===== src/rtl/spi_arb_pkg.sv =====
// Shared state encoding and default sizing for the SPI byte arbiter.
package spi_arb_pkg;

   typedef enum logic [1:0] {
      StIdle  = 2'b00,
      StIssue = 2'b01,
      StWait  = 2'b10
   } arb_state_e;

   localparam int unsigned DataWDefault      = 8;
   localparam int unsigned TimeoutCycDefault = 1024;

endpackage


===== src/rtl/rr_priority_pick.sv =====
// Combinational round-robin pick: first set request strictly after i_ptr, wrapping.
module rr_priority_pick #(
   parameter  int unsigned NUM_REQ = 4,
   localparam int unsigned PtrW    = $clog2(NUM_REQ)
) (
   input  logic [NUM_REQ-1:0] i_req,
   input  logic [PtrW-1:0]    i_ptr,
   output logic [NUM_REQ-1:0] o_winner,
   output logic [PtrW-1:0]    o_win_idx,
   output logic               o_valid
);

   int              cand;
   logic [PtrW-1:0] cand_idx;

   always_comb begin
      o_winner  = '0;
      o_win_idx = '0;
      o_valid   = 1'b0;
      cand      = 0;
      cand_idx  = '0;
      // Scan farthest slot first so the nearest set request after i_ptr is the final write.
      for (int k = NUM_REQ; k >= 1; k--) begin
         cand = int'(i_ptr) + k;
         if (cand >= int'(NUM_REQ)) begin
            cand = cand - int'(NUM_REQ);
         end
         cand_idx = PtrW'(cand);
         if (i_req[cand_idx]) begin
            o_winner           = '0;
            o_winner[cand_idx] = 1'b1;
            o_win_idx          = cand_idx;
            o_valid            = 1'b1;
         end
      end
   end

endmodule


===== src/rtl/spi_byte_arbiter.sv =====
// Round-robin arbiter sharing one SPI byte engine; grant is locked for a whole frame
// and a watchdog frees the engine when a transfer never completes.
module spi_byte_arbiter
   import spi_arb_pkg::*;
#(
   parameter int unsigned NUM_REQ     = 4,
   parameter int unsigned DATA_W      = DataWDefault,
   parameter int unsigned TIMEOUT_CYC = TimeoutCycDefault
) (
   input  logic                      i_clk,
   input  logic                      i_rst_n,
   input  logic [NUM_REQ-1:0]        i_req,
   input  logic [NUM_REQ*DATA_W-1:0] i_tx_byte,
   input  logic [NUM_REQ-1:0]        i_last,
   output logic [NUM_REQ-1:0]        o_gnt,
   output logic [NUM_REQ-1:0]        o_ack,
   output logic [NUM_REQ-1:0]        o_rx_valid,
   output logic [DATA_W-1:0]         o_rx_byte,
   output logic [NUM_REQ-1:0]        o_err,
   output logic                      o_spi_frame,
   output logic                      o_spi_start,
   output logic [DATA_W-1:0]         o_spi_tx_byte,
   input  logic                      i_spi_busy,
   input  logic                      i_spi_done,
   input  logic [DATA_W-1:0]         i_spi_rx_byte
);

   localparam int unsigned     PtrW   = $clog2(NUM_REQ);
   localparam int unsigned     WdW    = $clog2(TIMEOUT_CYC);
   localparam logic [WdW-1:0]  WdMax  = WdW'(TIMEOUT_CYC - 1);
   localparam logic [PtrW-1:0] PtrRst = PtrW'(NUM_REQ - 1);

   arb_state_e          state_q, state_d;
   logic [PtrW-1:0]     ptr_q, ptr_d;
   logic [PtrW-1:0]     gidx_q, gidx_d;
   logic [NUM_REQ-1:0]  gnt_q, gnt_d;
   logic [NUM_REQ-1:0]  ack_q, ack_d;
   logic [NUM_REQ-1:0]  rx_valid_q, rx_valid_d;
   logic [NUM_REQ-1:0]  err_q, err_d;
   logic [DATA_W-1:0]   rx_byte_q, rx_byte_d;
   logic [DATA_W-1:0]   tx_byte_q, tx_byte_d;
   logic [WdW-1:0]      wd_q, wd_d;
   logic                last_q, last_d;
   logic                frame_q, frame_d;
   logic                start_q, start_d;
   logic                release_frame;

   logic [NUM_REQ-1:0]  pick_oh;
   logic [PtrW-1:0]     pick_idx;
   logic                pick_valid;

   rr_priority_pick #(
      .NUM_REQ (NUM_REQ)
   ) u_pick (
      .i_req     (i_req),
      .i_ptr     (ptr_q),
      .o_winner  (pick_oh),
      .o_win_idx (pick_idx),
      .o_valid   (pick_valid)
   );

   always_comb begin
      state_d       = state_q;
      ptr_d         = ptr_q;
      gidx_d        = gidx_q;
      gnt_d         = gnt_q;
      rx_byte_d     = rx_byte_q;
      tx_byte_d     = tx_byte_q;
      wd_d          = wd_q;
      last_d        = last_q;
      frame_d       = frame_q;
      ack_d         = '0;
      rx_valid_d    = '0;
      err_d         = '0;
      start_d       = 1'b0;
      release_frame = 1'b0;

      case (state_q)
         StIdle: begin
            if (pick_valid) begin
               gnt_d   = pick_oh;
               gidx_d  = pick_idx;
               frame_d = 1'b1;
               state_d = StIssue;
            end
         end
         StIssue: begin
            if (!i_req[gidx_q]) begin
               release_frame = 1'b1;
            end else if (!i_spi_busy) begin
               start_d   = 1'b1;
               tx_byte_d = i_tx_byte[gidx_q*DATA_W +: DATA_W];
               last_d    = i_last[gidx_q];
               ack_d     = gnt_q;
               wd_d      = '0;
               state_d   = StWait;
            end
         end
         StWait: begin
            // Done is tested first so a completion on the timeout cycle is never an error.
            if (i_spi_done) begin
               rx_byte_d  = i_spi_rx_byte;
               rx_valid_d = gnt_q;
               if (last_q) begin
                  release_frame = 1'b1;
               end else begin
                  state_d = StIssue;
               end
            end else if (wd_q == WdMax) begin
               err_d         = gnt_q;
               release_frame = 1'b1;
            end else begin
               wd_d = wd_q + 1'b1;
            end
         end
         default: begin
            state_d = StIdle;
         end
      endcase

      if (release_frame) begin
         gnt_d   = '0;
         frame_d = 1'b0;
         ptr_d   = gidx_q;
         state_d = StIdle;
      end
   end

   always_ff @(posedge i_clk or negedge i_rst_n) begin
      if (!i_rst_n) begin
         state_q    <= StIdle;
         ptr_q      <= PtrRst;
         gidx_q     <= '0;
         gnt_q      <= '0;
         ack_q      <= '0;
         rx_valid_q <= '0;
         err_q      <= '0;
         rx_byte_q  <= '0;
         tx_byte_q  <= '0;
         wd_q       <= '0;
         last_q     <= 1'b0;
         frame_q    <= 1'b0;
         start_q    <= 1'b0;
      end else begin
         state_q    <= state_d;
         ptr_q      <= ptr_d;
         gidx_q     <= gidx_d;
         gnt_q      <= gnt_d;
         ack_q      <= ack_d;
         rx_valid_q <= rx_valid_d;
         err_q      <= err_d;
         rx_byte_q  <= rx_byte_d;
         tx_byte_q  <= tx_byte_d;
         wd_q       <= wd_d;
         last_q     <= last_d;
         frame_q    <= frame_d;
         start_q    <= start_d;
      end
   end

   assign o_gnt         = gnt_q;
   assign o_ack         = ack_q;
   assign o_rx_valid    = rx_valid_q;
   assign o_rx_byte     = rx_byte_q;
   assign o_err         = err_q;
   assign o_spi_frame   = frame_q;
   assign o_spi_start   = start_q;
   assign o_spi_tx_byte = tx_byte_q;

endmodule

===== config.mk =====
export PLATFORM = sky130hd
export DESIGN_NAME = spi_byte_arbiter
export DESIGN_NICKNAME = d
export VERILOG_FILES = /design/src/rtl/spi_arb_pkg.sv /design/src/rtl/rr_priority_pick.sv /design/src/rtl/spi_byte_arbiter.sv
export SDC_FILE = /design/constraint.sdc
export NUM_CORES = 1
export LEC_CHECK = 0
export ABC_AREA = 1
export BUFFER_PORTS_ARGS = -buffer_cell sky130_fd_sc_hd__buf_2
export CAP_MARGIN = 20
export CORE_ASPECT_RATIO = 0.9
export CORE_MARGIN = 2
export CORE_UTILIZATION = 50
export CTS_BUF_LIST = sky130_fd_sc_hd__clkbuf_2
export CTS_CLUSTER_DIAMETER = 40
export DETAILED_ROUTE_END_ITERATION = 10
export PLACE_DENSITY = 0.88
export SYNTH_ARGS = -nofsm -noshare
export SYNTH_HDL_FRONTEND = slang
export SYNTH_SLANG_ARGS = --single-unit

===== constraint.sdc =====
create_clock -name i_clk -period 2.2 [get_ports i_clk]
set_clock_uncertainty 0.2 [all_clocks]
set_input_delay 0.33 -clock i_clk [delete_from_list [all_inputs] [get_ports i_clk]]
set_output_delay 0.33 -clock i_clk [all_outputs]
set_load 0.02 [all_outputs]

==> impl_results.md <==
* Final hold slack at 0.0500 ns
* Max incr delay on CP at 0.58 ns
* Die Wd at 86.9 um
* Largest cells by area after synthesis: dfrtp_1 (40%), nand2_1 (14%), nor2_1 (6.2%)
* Post-synth EDFFs at 0
* Top_reg_cell synth: dfrtp_1
* Internal power at 2.47 mW
* First-pass DRT Iterations at 5
* Yosys reg bits at 51
* Max-slew headroom at between 60% and 70%
* Top cells by count, synth: nand2_1 (115), nor2_1 (51), dfrtp_1 (49)
* Net Sw Frac at 49.3%
* Slowest-stage cell, CP: dfstp_2
* Antenna violations before repair at 0
* Max frequency at 0.483 GHz
* DRC viols at 0
* Largest net degree at the start of global routing at 32
* Crit Path Max Fanout at 6
* Adder-cell area share of the yosys netlist at ~5.3%
* Critical path class: flip-flop to flip-flop
* Final Hold Fails at 0
* Gr usage total at 22.1%
* Initial Utilization at 51.1%
* Clk pwr share at 10.2%
* Clk buf depth at 2
* YS warnings at 0
* Vias in the first global route at 2748
* Synth Net Count at 464
* Vias at 2967
* Sequential group share of total power at 29.9%
* Antenna cell count at 0
* Crit. End Element: flip-flop
* Worst path arrival time at between 2 and 2.5 ns
* Static Leakage at roughly 2 nW
* CTS tree: done
* Largest family of logic cells by synthesized area: simple AND/OR/NAND/NOR gates
* TritonCTS buffer count at 5
* Worst Tran Pin Value at 0.510 ns
* R2R cell count at 10
* Largest area contributor in the netlist: dfrtp_1
* Yosys top cell area share at between 30 and 40%
* R2R Path Start: ptr_q[1]$_DFFE_PN1P_
* Simple-Gate Fraction of Synth Area at between 30 and 40%
* Port bufs at 85
* Fin Setup TNS at 0 ns
* Fillers at 482
* Share of cells above drive strength 1 at between 20% and 30%
* Post-synthesis mux area share at 2.91%
* Via/cell ratio at 5.19
* Fin cells at 572
* Num Clock Sinks at 51
* WL final at 7.39 mm
* Avg WL per Cell at 12.9 um
* Worst setup startpoint: ptr_q[1]$_DFFE_PN1P_
* Compound-cell area share of the yosys netlist at 9.47%
* Nets at 564
* Req. time, crit path at between 2 and 2.5 ns
* Max H-tree Level at 2
* Root Driver: clkbuf_2
* Comb pwr share at 59.9%
* Seq/Total Area, Yosys at 41.4%
* Mapped Cells at 399
* Clk Latency, worst-skew pair at 0.43 ns
* IO Pins at 86
* Area share of xor/xnor cells in the synthesized design at 1.42%
* Status: completed
* Post-layout min period at 2.07 ns
* FF/Latch Area at ~1300 um2
* GPL Wtd Cong at roughly 0.86
* Cell area after synthesis at 3090 um2
* Crit-path cells: inv_1, ha_1, inv_1, nand2_1, nand2_2, nor2_2, nand2_1, nand4_1, nand2_1, nand2_1
* Drt initial violations at roughly 140
* Crit path to: o_gnt[3]$_DFFE_PN0P_
* Min-Delay Path Class: input pin to flip-flop
* Number of cell rows at 27
* Core area at between 6000 and 7000 um2
* DP HPWL at 5.69 mm
* Flop2flop setup slack at 0.13 ns
* Max Cap Violations at 0
* Antenna viol nets, final at 0
* RSZ-0062 raised after global routing: false
* Worst setup SP type: flip-flop
* Dpl cells at 555
* Max VDD drop at 0.648 mV
* Cell with the most instances after synthesis: nand2_1
* Clk pin slew, worst setup/hold paths at around 0.26 ns
* Async S/R FF share, synth at 100%
* Overflow after GRT at 0
* Post-CTS Setup Inserts at 0
* PD cells at 1280 nW/um2
* Area delta synth->final at 22.7%
* Multi-input logic area at between 1500 and 2000 um2
* Psw at 2.40 mW
* RR Endpoint: o_gnt[3]$_DFFE_PN0P_
* Most common cell on crit path: nand2_1
* Yosys cell types at 33
* Slew Limit Fails at 0
* Synth Area per Inst at 7.75 um2
* Die height at 78.6 um
* Die area at about 6800 um2
* Final setup viols at 0
* Period Utilization, post-route at 94.0%
* First-pass GRT wire length at roughly 12 mm
==> cell families (layout without fill, tap and decap cells) <==
kind of cell,Yosys count,count (layout)
AND/OR/NAND/NOR,225,225
flip-flops,51,51
AO/OA/AOI/OAI,50,50
buffers and inverters,47,148
adder cells (fa/ha/maj),13,13
multiplexers,8,8
XOR/XNOR,5,5
==> placed cells by master, fill, tap and decap left out, drive strengths merged, types with 7 or more instances in the layout <==
cell type      n
nand3         25
a21oi         10
buf           96
nand4          7
nor2          54
dlygate4sd3    9
o22ai          9
mux2           8
nor3           7
dfrtp         49
o21ai         29
inv           36
nand2        127
ha            13
==> per-stage QoR <==
stage | total power, mW | area [um2] | util [%] | setup slack [ns]
global route | 5.27 | 3790 | 62.8 | 0.00247
CTS | 4.84 | 3780 | 62.6 | 0.0958
floorplan | 3.61 | 3090 | - | 0.139
detailed placement | 4.33 | 3620 | 59.9 | 0.117
global placement | 4.21 | 3620 | 59.9 | 0.207
finish | 4.87 | 3790 | 62.8 | 0.132
==> power by group through the flow <==
| stage | clock (mW) | sequential (mW) | combinational [mW] |
|---|---|---|---|
| floorplan | 0 | 1.66 | 1.95 |
| global placement | 0 | 1.45 | 2.77 |
| detailed placement | 0 | 1.46 | 2.87 |
| CTS | 0.509 | 1.45 | 2.88 |
| global route | 0.544 | 1.48 | 3.24 |
| finish | 0.499 | 1.45 | 2.92 |
==> sequential cells by signal (all words and copies together) (netlist names), 2 cells and up <==
signal and count:
ptr_q 2, wd_q 10, o_rx_byte 8, o_gnt 4, state_q 2, o_err 4, o_spi_tx_byte 8, o_rx_valid 4
o_ack 4, gidx_q 2
==> layer usage <==
| layer | vias up | GRT usage, % | routed length (um) |
|---|---|---|---|
| met5 | - | 0 | 0 |
| met4 | 0 | 8.13 | 189 |
| met3 | 22 | 4.21 | 421 |
| met2 | 121 | 39.2 | 3690 |
| met1 | 1346 | 26.2 | 3090 |
| li1 | 1478 | - | - |
==> critical path: cells and delay by family, from the launching register on <==
family	cells	cell delay [ns]
buffers and inverters	2	0.20
adders and majority gates	1	0.37
and+or+nand+nor	7	0.69
DFF	1	0.58
==> cell type report <==
cell class                      count  share of cell area (%)
Clock buffer                        5                   0.659
Multi-Input combinational cell    301                    42.4
Timing Repair Buffer              105                    16.1
Sequential cell                    51                    33.7
Clock inverter                      3                    1.22
Inverter                           35                    3.53
Tap cell                           72                    2.37
==> worst min-delay path by stage <==
| stage | startpoint | to | slack, ns | cells past startpoint |
|---|---|---|---|---|
| after floorplan | i_rst_n | gidx_q[0]$_DFFE_PN0P_ | -0.17 | 0 |
| after global placement | i_rst_n | wd_q[2]$_DFFE_PN0P_ | 0.13 | 1 |
| after detailed placement | i_rst_n | wd_q[2]$_DFFE_PN0P_ | 0.13 | 1 |
| after CTS | i_tx_byte[0] | o_spi_tx_byte[0]$_DFFE_PN0P_ | 0.03 | 5 |
| after global routing | i_tx_byte[4] | o_spi_tx_byte[4]$_DFFE_PN0P_ | 0.02 | 5 |
| final | i_tx_byte[0] | o_spi_tx_byte[0]$_DFFE_PN0P_ | 0.05 | 5 |
==> what timing repair did <==
action,CTS,global route
gates resized for setup,0,3
hold buffers,9,0
hold endpoints to repair,31,0
setup endpoints to repair,0,2
Note: power is estimated with default switching activity, not from simulation.
